$ cat config.mk
export PLATFORM = sky130hd
export DESIGN_NAME = fmab_lanes
export DESIGN_NICKNAME = d
export VERILOG_FILES = /design/src/rtl/fmab_lanes.sv
export SDC_FILE = /design/constraint.sdc
export NUM_CORES = 2
export LEC_CHECK = 0
export ABC_AREA = 1
export CAP_MARGIN = 20
export CORE_UTILIZATION = 45
export DETAILED_ROUTE_END_ITERATION = 10
export SETUP_SLACK_MARGIN = 0.4
export SYNTH_ARGS = -nofsm -noshare
export SYNTH_HDL_FRONTEND = slang
export SYNTH_SLANG_ARGS = --single-unit
$ cat constraint.sdc
create_clock -name clk -period 6.1 [get_ports clk]
set_input_delay 0.61 -clock clk [delete_from_list [all_inputs] [get_ports clk]]
set_output_delay 0.61 -clock clk [all_outputs]
set_load 0.05 [all_outputs]
$ cat src/rtl/fmab_lanes.sv
// Multi-lane bf16 dot-product engine with block-floating accumulators.
// Two stages (operand product, accumulate) with group framing and a held output register.
module fmab_lanes #(
    parameter int LANES = 4,
    parameter int GUARD = 8,
    parameter int ACC_W = 32
) (
    input  logic                     clk,
    input  logic                     reset,
    input  logic                     in_valid,
    output logic                     in_ready,
    input  logic                     in_last,
    input  logic [16*LANES-1:0]      in_a,
    input  logic [16*LANES-1:0]      in_b,
    output logic                     out_valid,
    input  logic                     out_ready,
    output logic [ACC_W*LANES-1:0]   out_acc,
    output logic [10*LANES-1:0]      out_exp,
    output logic [LANES-1:0]         out_ovf
);

    // Arithmetic right shift where any distance of ACC_W or more collapses to the sign fill.
    function automatic logic [ACC_W-1:0] sra_fill(input logic [ACC_W-1:0] x, input logic [9:0] amt);
        logic [ACC_W-1:0] r;
        if (amt >= 10'(ACC_W)) begin
            r = {ACC_W{x[ACC_W-1]}};
        end else begin
            r = $signed(x) >>> amt;
        end
        return r;
    endfunction

    // Saturating signed add; bit ACC_W of the result flags saturation.
    function automatic logic [ACC_W:0] sat_add(input logic [ACC_W-1:0] a, input logic [ACC_W-1:0] b);
        logic [ACC_W-1:0] s;
        logic [ACC_W:0]   r;
        s = a + b;
        if ((a[ACC_W-1] == b[ACC_W-1]) && (s[ACC_W-1] != a[ACC_W-1])) begin
            r = a[ACC_W-1] ? {2'b11, {(ACC_W-1){1'b0}}} : {2'b10, {(ACC_W-1){1'b1}}};
        end else begin
            r = {1'b0, s};
        end
        return r;
    endfunction

    logic                          r_s1_valid;
    logic                          r_s1_last;
    logic [LANES-1:0][15:0]        r_s1_p;
    logic [LANES-1:0][9:0]         r_s1_pe;
    logic [LANES-1:0]              r_s1_s;
    logic [LANES-1:0]              r_s1_z;

    logic [LANES-1:0][ACC_W-1:0]   r_acc;
    logic [LANES-1:0][9:0]         r_exp;
    logic [LANES-1:0]              r_empty;
    logic [LANES-1:0]              r_ovf;

    logic                          r_out_valid;
    logic [LANES-1:0][ACC_W-1:0]   r_out_acc;
    logic [LANES-1:0][9:0]         r_out_exp;
    logic [LANES-1:0]              r_out_ovf;

    logic [LANES-1:0][15:0]        w_p;
    logic [LANES-1:0][9:0]         w_pe;
    logic [LANES-1:0]              w_s;
    logic [LANES-1:0]              w_z;
    logic [LANES-1:0][ACC_W-1:0]   w_pmag;
    logic [LANES-1:0][ACC_W-1:0]   w_prod;
    logic [LANES-1:0][ACC_W:0]     w_sum;
    logic [LANES-1:0][ACC_W-1:0]   w_acc_nx;
    logic [LANES-1:0][9:0]         w_exp_nx;
    logic [LANES-1:0]              w_empty_nx;
    logic [LANES-1:0]              w_ovf_nx;
    logic                          w_s2_fire;
    logic                          w_accept;

    // A pending last beat may not overwrite an unconsumed result.
    assign w_s2_fire = r_s1_valid & ~(r_s1_last & r_out_valid & ~out_ready);
    assign in_ready  = ~r_s1_valid | w_s2_fire;
    assign w_accept  = in_valid & in_ready;

    assign out_valid = r_out_valid;
    assign out_acc   = r_out_acc;
    assign out_exp   = r_out_exp;
    assign out_ovf   = r_out_ovf;

    // Stage 1 operand decode: mantissa product, exponent sum, sign and zero detect per lane.
    always_comb begin
        for (int i = 0; i < LANES; i++) begin
            w_p[i]  = 16'({1'b1, in_a[16*i +: 7]}) * 16'({1'b1, in_b[16*i +: 7]});
            w_pe[i] = 10'(in_a[16*i+7 +: 8]) + 10'(in_b[16*i+7 +: 8]);
            w_s[i]  = in_a[16*i+15] ^ in_b[16*i+15];
            w_z[i]  = (in_a[16*i+7 +: 8] == 8'd0) | (in_b[16*i+7 +: 8] == 8'd0);
        end
    end

    // Stage 2 next lane state: align the smaller-exponent operand, then saturating add.
    always_comb begin
        for (int i = 0; i < LANES; i++) begin
            w_pmag[i]     = {{(ACC_W-16-GUARD){1'b0}}, r_s1_p[i], {GUARD{1'b0}}};
            w_prod[i]     = r_s1_s[i] ? (~w_pmag[i] + {{(ACC_W-1){1'b0}}, 1'b1}) : w_pmag[i];
            w_sum[i]      = '0;
            w_acc_nx[i]   = r_acc[i];
            w_exp_nx[i]   = r_exp[i];
            w_empty_nx[i] = r_empty[i];
            w_ovf_nx[i]   = r_ovf[i];
            if (r_s1_z[i]) begin
                w_sum[i] = '0;
            end else if (r_empty[i]) begin
                w_acc_nx[i]   = w_prod[i];
                w_exp_nx[i]   = r_s1_pe[i];
                w_empty_nx[i] = 1'b0;
            end else if (r_s1_pe[i] > r_exp[i]) begin
                w_sum[i]    = sat_add(sra_fill(r_acc[i], r_s1_pe[i] - r_exp[i]), w_prod[i]);
                w_acc_nx[i] = w_sum[i][ACC_W-1:0];
                w_exp_nx[i] = r_s1_pe[i];
                w_ovf_nx[i] = r_ovf[i] | w_sum[i][ACC_W];
            end else begin
                w_sum[i]    = sat_add(r_acc[i], sra_fill(w_prod[i], r_exp[i] - r_s1_pe[i]));
                w_acc_nx[i] = w_sum[i][ACC_W-1:0];
                w_ovf_nx[i] = r_ovf[i] | w_sum[i][ACC_W];
            end
        end
    end

    // Stage 1 register.
    always_ff @(posedge clk) begin
        if (reset) begin
            r_s1_valid <= 1'b0;
            r_s1_last  <= 1'b0;
            r_s1_p     <= '0;
            r_s1_pe    <= '0;
            r_s1_s     <= '0;
            r_s1_z     <= '0;
        end else if (w_accept) begin
            r_s1_valid <= 1'b1;
            r_s1_last  <= in_last;
            r_s1_p     <= w_p;
            r_s1_pe    <= w_pe;
            r_s1_s     <= w_s;
            r_s1_z     <= w_z;
        end else if (w_s2_fire) begin
            r_s1_valid <= 1'b0;
        end else begin
            r_s1_valid <= r_s1_valid;
        end
    end

    // Lane accumulator state; a last beat hands the result off and restarts every lane empty.
    always_ff @(posedge clk) begin
        if (reset) begin
            r_acc   <= '0;
            r_exp   <= '0;
            r_empty <= '1;
            r_ovf   <= '0;
        end else if (w_s2_fire && r_s1_last) begin
            r_acc   <= '0;
            r_exp   <= '0;
            r_empty <= '1;
            r_ovf   <= '0;
        end else if (w_s2_fire) begin
            r_acc   <= w_acc_nx;
            r_exp   <= w_exp_nx;
            r_empty <= w_empty_nx;
            r_ovf   <= w_ovf_nx;
        end else begin
            r_acc   <= r_acc;
        end
    end

    // Output register: loads on group end, otherwise holds until consumed.
    always_ff @(posedge clk) begin
        if (reset) begin
            r_out_valid <= 1'b0;
            r_out_acc   <= '0;
            r_out_exp   <= '0;
            r_out_ovf   <= '0;
        end else if (w_s2_fire && r_s1_last) begin
            r_out_valid <= 1'b1;
            r_out_acc   <= w_acc_nx;
            r_out_exp   <= w_exp_nx;
            r_out_ovf   <= w_ovf_nx;
        end else if (out_ready) begin
            r_out_valid <= 1'b0;
        end else begin
            r_out_valid <= r_out_valid;
        end
    end

endmodule

### After elaboration in Yosys (flattened, before gate mapping)

Index checks and enable logic that the tools add are counted.

* register bits after elaboration: 463
* input port bits: 133
* output and inout bits: 174

* $add $sub $neg: 24
* multiply operators: 4
* magnitude comparators: 12
* equal/unequal tests: 16
* shift operators: 8
* mux-type cells: 116
* bitwise gates (word level): 32
* reduce and logical (&&, ||, !) cells: 24

Operator list (number)
* $mux W32: 56
* $mux W33: 32
* $add A32 B32 Y32: 8
* $sshr A32 B10 Y32: 8
* $add A32 B1 Y32 const B: 4
* $not A24 Y32: 4
* $mux W10: 12
* $ge A10 B6 Y1 const B: 8
* $sub A10 B10 Y10: 8
* $logic_not A8 Y1: 8
* $mul A8 B8 Y16: 4
* $gt A10 B10 Y1: 4
* $add A8 B8 Y9: 4
* $mux W1: 16
* $or A1 B1 Y1: 13
* $logic_and A1 B1 Y1: 9
* $eq A1 B1 Y1: 8
* $ne A1 B1 Y1: 8
* $reduce_and A2 Y1: 4
* $not A1 Y1: 7
* $and A1 B1 Y1: 4
* $reduce_bool A2 Y1: 2
* $xor A1 B1 Y1: 4
* $reduce_or A2 Y1: 1

### Longest topological paths before layout

* depth in word-level cells: 19
* mapped depth: 46
* depth with buffers taken out: 44

### Least setup slack after synthesis

Ideal clock, no wire load.

* kind: register -> register
* start: register r_exp[20] (netlist name)
* end: register r_acc[90] (netlist name)
* library setup time: 0.109 ns
* data arrival time: 5.203 ns
* required time: 5.991 ns
* setup slack: 0.788 ns
* cell stages (with the launch flop): 41
* buffers on the path: 1
* period minus slack after synthesis: 5.312 ns
* path through: dfxtp_1 inv_1 ha_1 fa_1 nor2_2 nor2_1 o21ai_2 xor2_1 inv_1 nor2_4 nand2_4 buf_12 nand2_8 o21ai_2 inv_2 nand2_1 nand2_1 nand2_1 (+5 left out) ha_1 inv_1 fa_1 nand3b_1 nand2_1 a21oi_1 o21ai_0 a21boi_0 o21ai_0 a31oi_1 o21ai_0 nand2_1 nand3_1 nand2_1 nand3_1 nand3_1 nand2_1 inv_1

* word-level cells in the longest chain between the ends: 16

RTL lines
* start, declared: RTL line 54 `logic [LANES-1:0][9:0] r_exp;`
* start signal, assigned: RTL line 163 `r_exp <= w_exp_nx;`
* $sub A10 B10 Y10 (on tied branches): RTL line 119, 114
* $sshr A32 B10 Y32 or $ge A10 B6 Y1 (tied branches): RTL line 28, 25
* $mux W32: RTL line 25 `if (amt >= 10'(ACC_W)) begin`
* $mux W32: RTL line 113 `end else if (r_s1_pe[i] > r_exp[i]) begin`
* $mux W32: RTL line 109 `end else if (r_empty[i]) begin`
* $mux W32: RTL line 107 `if (r_s1_z[i]) begin`
* $add A32 B32 Y32: RTL line 37 `s = a + b;`
* $ne A1 B1 Y1: RTL line 38 `if ((a[ACC_W-1] == b[ACC_W-1]) && (s[ACC_W-1] != a[ACC_W-1])) begin`
* $logic_and A1 B1 Y1: RTL line 38
* $mux W33: RTL line 38
* $mux W33: RTL line 113
* $mux W33: RTL line 109
* $mux W33: RTL line 107
* $mux W32 (*): RTL line 113
* $mux W32 (*): RTL line 109
* $mux W32 (*): RTL line 107
* end signal, assigned: RTL line 162 `r_acc <= w_acc_nx;`
* end signal, assigned: RTL line 167 `r_acc <= r_acc;`
* end, declared: RTL line 53 `logic [LANES-1:0][ACC_W-1:0] r_acc;`

Every way passes the cells marked *; elsewhere a longest branch is shown, timed or not. The select of a mux whose other input is x is not followed.
A chain may end at the register's enable or synchronous reset.

### Worst setup path in the final report

* start: register r_exp[30] (netlist name)
* end: register r_out_acc, in the netlist out_acc[124]

* word-level cells in the longest chain between the ends: 16

RTL lines
* $sub A10 B10 Y10 (on tied branches): RTL line 119, 114
* $sshr A32 B10 Y32 or $ge A10 B6 Y1 (tied branches): RTL line 28, 25
* $mux W32: RTL line 25
* $mux W32: RTL line 113
* $mux W32: RTL line 109
* $mux W32: RTL line 107
* $add A32 B32 Y32: RTL line 37
* $ne A1 B1 Y1: RTL line 38
* $logic_and A1 B1 Y1: RTL line 38
* $mux W33: RTL line 38
* $mux W33: RTL line 113
* $mux W33: RTL line 109
* $mux W33: RTL line 107
* $mux W32 (*): RTL line 113
* $mux W32 (*): RTL line 109
* $mux W32 (*): RTL line 107
* end signal, assigned: RTL line 180 `r_out_acc <= w_acc_nx;`
* end, declared: RTL line 59 `logic [LANES-1:0][ACC_W-1:0] r_out_acc;`

Marked as above.

==> flow_summary.html <==
<table>
<tr><th>Metric</th><th>Value</th></tr>
<tr><th colspan="2">Synthesis</th></tr>
<tr><td>Post-synth net total</td><td>approximately 11k</td></tr>
<tr><td>Mux contribution to synthesized area</td><td>0%</td></tr>
<tr><td>Distinct cell type count after synthesis</td><td>roughly 70</td></tr>
<tr><td>Number of instances in the synthesized netlist</td><td>about 10k</td></tr>
<tr><td>Simple-gate share of the synthesized area</td><td>about 33%</td></tr>
<tr><td>Xor and xnor area share after synthesis</td><td>under 10%</td></tr>
<tr><td>Avg Inst Size Synth</td><td>approximately 6.1 µm²</td></tr>
<tr><td>Synthesis-stage register bit count</td><td>459</td></tr>
<tr><td>Number of warning messages in the yosys log</td><td>0</td></tr>
<tr><td>Part of the Yosys area used for sequential elements</td><td>about 15%</td></tr>
<tr><td>Largest family of logic cells by synthesized area</td><td>simple AND/OR/NAND/NOR gates</td></tr>
<tr><td>Netlist area before placement</td><td>approximately 0.060 mm²</td></tr>
<tr><td>Share of flip-flops with an asynchronous set or reset</td><td>0%</td></tr>
<tr><td>Synthesized-area fraction occupied by adder cells</td><td>between 10% and 20%</td></tr>
<tr><td>Compound-gate portion of the synthesized area</td><td>around a fifth</td></tr>
<tr><td>Count of flip-flops with a built-in enable after synthesis</td><td>0</td></tr>
<tr><td>Prevailing post-synth register cell</td><td>sky130_fd_sc_hd__dfxtp_1</td></tr>
<tr><th colspan="2">CTS</th></tr>
<tr><td>Total clock sinks</td><td>459</td></tr>
<tr><td>Buffer levels on the longest clock path</td><td>3</td></tr>
<tr><td>TritonCTS clock tree</td><td>done</td></tr>
<tr><td>Number of buffers added by the clock tree synthesis step</td><td>60</td></tr>
<tr><td>Clock latency on the worst-skew pair</td><td>roughly 0.73 ns</td></tr>
<tr><td>Cell at the root of the clock tree</td><td>sky130_fd_sc_hd__clkbuf_16</td></tr>
<tr><td>CTS HTree Levels</td><td>2</td></tr>
<tr><td>Clock slew at reported path FFs</td><td>0.07 ns</td></tr>
<tr><th colspan="2">Floorplan</th></tr>
<tr><td>Number of I/O pins</td><td>307</td></tr>
<tr><td>Die width</td><td>approximately 370 µm</td></tr>
<tr><td>Floorplan core area</td><td>~0.13 mm²</td></tr>
<tr><td>Number of cell rows</td><td>around 130</td></tr>
<tr><td>Starting density of the core</td><td>a little under half</td></tr>
<tr><td>Die outline area</td><td>0.136 mm²</td></tr>
<tr><td>Die Y-Extent</td><td>368 µm</td></tr>
<tr><th colspan="2">Layout</th></tr>
<tr><td>Finished Cell Area</td><td>0.0764 mm²</td></tr>
<tr><td>Number of nets at the end of the flow</td><td>about 11k</td></tr>
<tr><td>Layout cell share with drive strength beyond 1</td><td>17.0%</td></tr>
<tr><td>Post-synthesis to final-layout area growth</td><td>26.5%</td></tr>
<tr><td>Fill cell count</td><td>between 10k and 15k</td></tr>
<tr><th colspan="2">Pwr</th></tr>
<tr><td>Tot Pwr</td><td>25.0 mW</td></tr>
<tr><td>Share of power burned in the clock network</td><td>between 10% and 20%</td></tr>
<tr><td>Sequential share of power</td><td>14.2%</td></tr>
<tr><td>Worst vdd rail ir drop</td><td>approximately 0.25 mV</td></tr>
<tr><td>Share of total power in combinational logic</td><td>between 70% and 80%</td></tr>
<tr><td>Internal power contribution</td><td>roughly 12 mW</td></tr>
<tr><td>Switching power total</td><td>between 10 and 15 mW</td></tr>
<tr><td>Switching portion of total power</td><td>approximately 53%</td></tr>
<tr><td>Static Leak</td><td>approximately 38 nW</td></tr>
<tr><td>Power per standard cell area</td><td>approximately 330 mW/mm²</td></tr>
<tr><th colspan="2">Worst setup path</th></tr>
<tr><td>Critical Path Start Type</td><td>flop</td></tr>
<tr><td>Type of the worst setup path</td><td>reg -&gt; reg</td></tr>
<tr><td>Data arrival time of the worst path</td><td>between 6 and 7 ns</td></tr>
<tr><td>Worst setup EP type</td><td>flop</td></tr>
<tr><td>Worst Path Max Fanout</td><td>6</td></tr>
<tr><td>Required time worst endpoint</td><td>between 6 and 7 ns</td></tr>
<tr><td>CP peak stage delay</td><td>approximately 0.39 ns</td></tr>
<tr><td>CP max stage cell</td><td>sky130_fd_sc_hd__fa_2</td></tr>
<tr><th colspan="2">Route</th></tr>
<tr><td>Vias after detailed routing</td><td>around 73k</td></tr>
<tr><td>Routed WL</td><td>about 270000 µm</td></tr>
<tr><td>Number of DRC violations after detailed routing</td><td>0</td></tr>
<tr><td>First-pass detailed-route iteration total</td><td>8</td></tr>
<tr><td>Violation count after the first detailed-routing iteration</td><td>about 8.5k</td></tr>
<tr><td>DR vias/cell</td><td>approximately 5.8</td></tr>
<tr><td>Antenna Nets Post-Route</td><td>0</td></tr>
<tr><td>Detail-routed net length per standard cell</td><td>21.9 µm</td></tr>
<tr><th colspan="2">Timing</th></tr>
<tr><td>Setup repair after global routing missed its margin</td><td>true</td></tr>
<tr><td>Total count of max-transition violations in the final report</td><td>0</td></tr>
<tr><td>Highest clock rate</td><td>174 MHz</td></tr>
<tr><td>Worst Tran Pin Value</td><td>approximately 1.2 ns</td></tr>
<tr><td>Final clock skew</td><td>about 0.055 ns</td></tr>
<tr><td>Crit share post-route</td><td>about 94%</td></tr>
<tr><td>Post-layout min period</td><td>about 5.8 ns</td></tr>
<tr><td>Number of endpoints with negative hold slack in the final report</td><td>0</td></tr>
<tr><td>Headroom to the max-slew limit</td><td>around 20%</td></tr>
<tr><td>Final Setup Violations</td><td>0</td></tr>
<tr><th colspan="2">Global route</th></tr>
<tr><td>Number of antenna violations at the first check in global routing</td><td>8</td></tr>
<tr><td>Vias in the first global route</td><td>around 67k</td></tr>
<tr><td>Global-route total usage across every layer</td><td>between 30% and 40%</td></tr>
<tr><td>Largest net degree at the start of global routing</td><td>between 100 and 150</td></tr>
<tr><td>Global-route wire length before repair</td><td>~400000 µm</td></tr>
<tr><td>Overflow after GRT</td><td>0</td></tr>
<tr><th colspan="2">Place</th></tr>
<tr><td>Half-perimeter wire length of the detailed placement result</td><td>approximately 220000 µm</td></tr>
<tr><td>Placed standard-cell area</td><td>about 0.07 mm²</td></tr>
<tr><td>Routability-driven placement congestion ratio</td><td>between 1 and 1.5</td></tr>
<tr><td>Number of buffer cells added on primary ports</td><td>between 300 and 400</td></tr>
<tr><th colspan="2">Run status</th></tr>
<tr><td>Run status</td><td>finished clean</td></tr>
<tr><th colspan="2">Run</th></tr>
<tr><td>Maxcap violations</td><td>0</td></tr>
<tr><th colspan="2">Worst hold path</th></tr>
<tr><td>Class of the tightest hold or removal check</td><td>reg -&gt; reg</td></tr>
</table>
## cells in the mapped netlist, drive strengths merged, types with 16 or more instances
library cell / number / area (µm²)
ha: 464 / 5810
nor4: 34 / 213
o21bai: 62 / 465
clkinv: 20 / 75.1
buf: 188 / 1050
xor2: 227 / 2000
a21oi: 907 / 4590
nand4: 37 / 231
nor3: 49 / 265
nand2: 2251 / 8620
inv: 1349 / 5070
a221oi: 16 / 146
or2: 17 / 106
fa: 164 / 3280
nand3b: 52 / 390
nand3: 1692 / 8530
o211ai: 110 / 841
nor2: 432 / 1770
o21ai: 856 / 4390
a31oi: 34 / 213
xnor2: 125 / 1090
a211oi: 25 / 198
a21o: 25 / 188
dfxtp: 459 / 9190
clkbuf: 287 / 1080
## kinds of logic after synthesis
| logic type | after synthesis |
|---|---|
| simple gates | 4573 |
| fa+ha+maj | 628 |
| xor+xnor | 352 |
| flops | 459 |
| compound gates | 2101 |
| buf+inv | 1844 |
## worst max-delay path, delay by kind of cell, from the launching register on
kind / cells / cell delay [ns]
buf+inv: 9 / 1.03
fa+ha+maj: 4 / 1.05
compound gates: 8 / 1.24
simple gates: 20 / 1.79
flops: 1 / 0.34
xor+xnor: 1 / 0.20
## final timing paths
check | startpoint | endpoint | slack, ns | depth (start not counted)
worst max-delay path | r_exp[30] | out_acc[124] | 0.34 | 42
worst min-delay path | out_acc[52] | out_acc[52] | 0.45 | 2
worst min register to register | out_acc[52] | out_acc[52] | 0.45 | 2
worst max register to register | r_exp[30] | out_acc[124] | 0.34 | 42
## power by group through the flow
stage	clock [mW]	sequential, mW	combinational, mW
floorplan	0	3.60	9.83
global placement	0	3.58	15.8
detailed placement	0	3.58	15.9
CTS	3.85	3.52	16.2
global route	3.97	3.56	19.0
finish	3.83	3.54	17.6
## per-layer routing
layer	vias up	wire length, µm	global-route usage [%]
met3	503	27400	6.69
met2	3479	116000	57.9
met1	34480	121000	55.2
met4	2	9880	12.0
li1	34595	-	-
met5	-	9	0
## cell usage in the layout (no fill, tap or decap), types with 59 or more instances in the layout
master	count
sky130_fd_sc_hd__nand2_1	2094
sky130_fd_sc_hd__nand3_1	1536
sky130_fd_sc_hd__inv_1	1281
sky130_fd_sc_hd__a21oi_1	789
sky130_fd_sc_hd__buf_4	780
sky130_fd_sc_hd__o21ai_0	608
sky130_fd_sc_hd__dfxtp_1	449
sky130_fd_sc_hd__ha_1	383
sky130_fd_sc_hd__nor2_1	359
sky130_fd_sc_hd__clkdlybuf4s50_1	305
sky130_fd_sc_hd__xor2_1	217
sky130_fd_sc_hd__o21ai_1	157
sky130_fd_sc_hd__nand3_2	151
sky130_fd_sc_hd__fa_1	150
sky130_fd_sc_hd__nand2_2	131
sky130_fd_sc_hd__xnor2_1	111
sky130_fd_sc_hd__o211ai_1	107
sky130_fd_sc_hd__a21oi_2	98
sky130_fd_sc_hd__o21ai_2	77
sky130_fd_sc_hd__clkbuf_16	66
sky130_fd_sc_hd__o21bai_1	59
## registers in the layout, indices dropped and copies added, names as in the netlist
| register | cells |
|---|---|
| r_s1_p | 64 |
| r_acc | 128 |
| out_acc | 128 |
| r_s1_z | 4 |
| r_empty | 4 |
| r_s1_last | 1 |
| r_s1_pe | 36 |
| r_s1_s | 4 |
| r_exp | 40 |
| out_valid | 1 |
| r_s1_valid | 1 |
| out_ovf | 4 |
| out_exp | 40 |
| r_ovf | 4 |
## what timing repair did
item	4_1_cts	5_1_grt
setup buffers	32	53
hold endpoints to repair	0	0
gates cloned	4	10
setup endpoints to repair	255	264
hold buffers	0	0
resized for setup	229	712
pin swaps	65	228
## final cells by class
class | instances | area (µm²) | area share [%]
Timing Repair inverter | 1 | 8.76 | 0.0115
Inverter | 1369 | 5190 | 6.80
Tap cell | 1768 | 2210 | 2.90
Clock inverter | 37 | 414 | 0.542
Multi-Input combinational cell | 7660 | 47600 | 62.3
Antenna cell | 2 | 5.00 | 0.00655
Clock buffer | 76 | 1630 | 2.14
Sequential cell | 459 | 9200 | 12.0
Timing Repair Buffer | 1156 | 10100 | 13.3
## through the flow
| step | setup WS, ns | hold slack (ns) | util (%) | std cells | TNS, ns |
|---|---|---|---|---|---|
| after floorplan | 0.788 | 0.433 | - | 9957 | 0 |
| after global placement | -0.136 | 0.437 | 52.3 | 12313 | -0.616 |
| after detailed placement | -0.209 | 0.441 | 52.3 | 12313 | -1.38 |
| after CTS | 0.364 | 0.451 | 54.7 | 12462 | 0 |
| after global routing | 0.0955 | 0.466 | 57.3 | 12526 | 0 |
| final | 0.343 | 0.446 | 57.3 | 12528 | 0 |
Power figures use the tool's default switching activity.
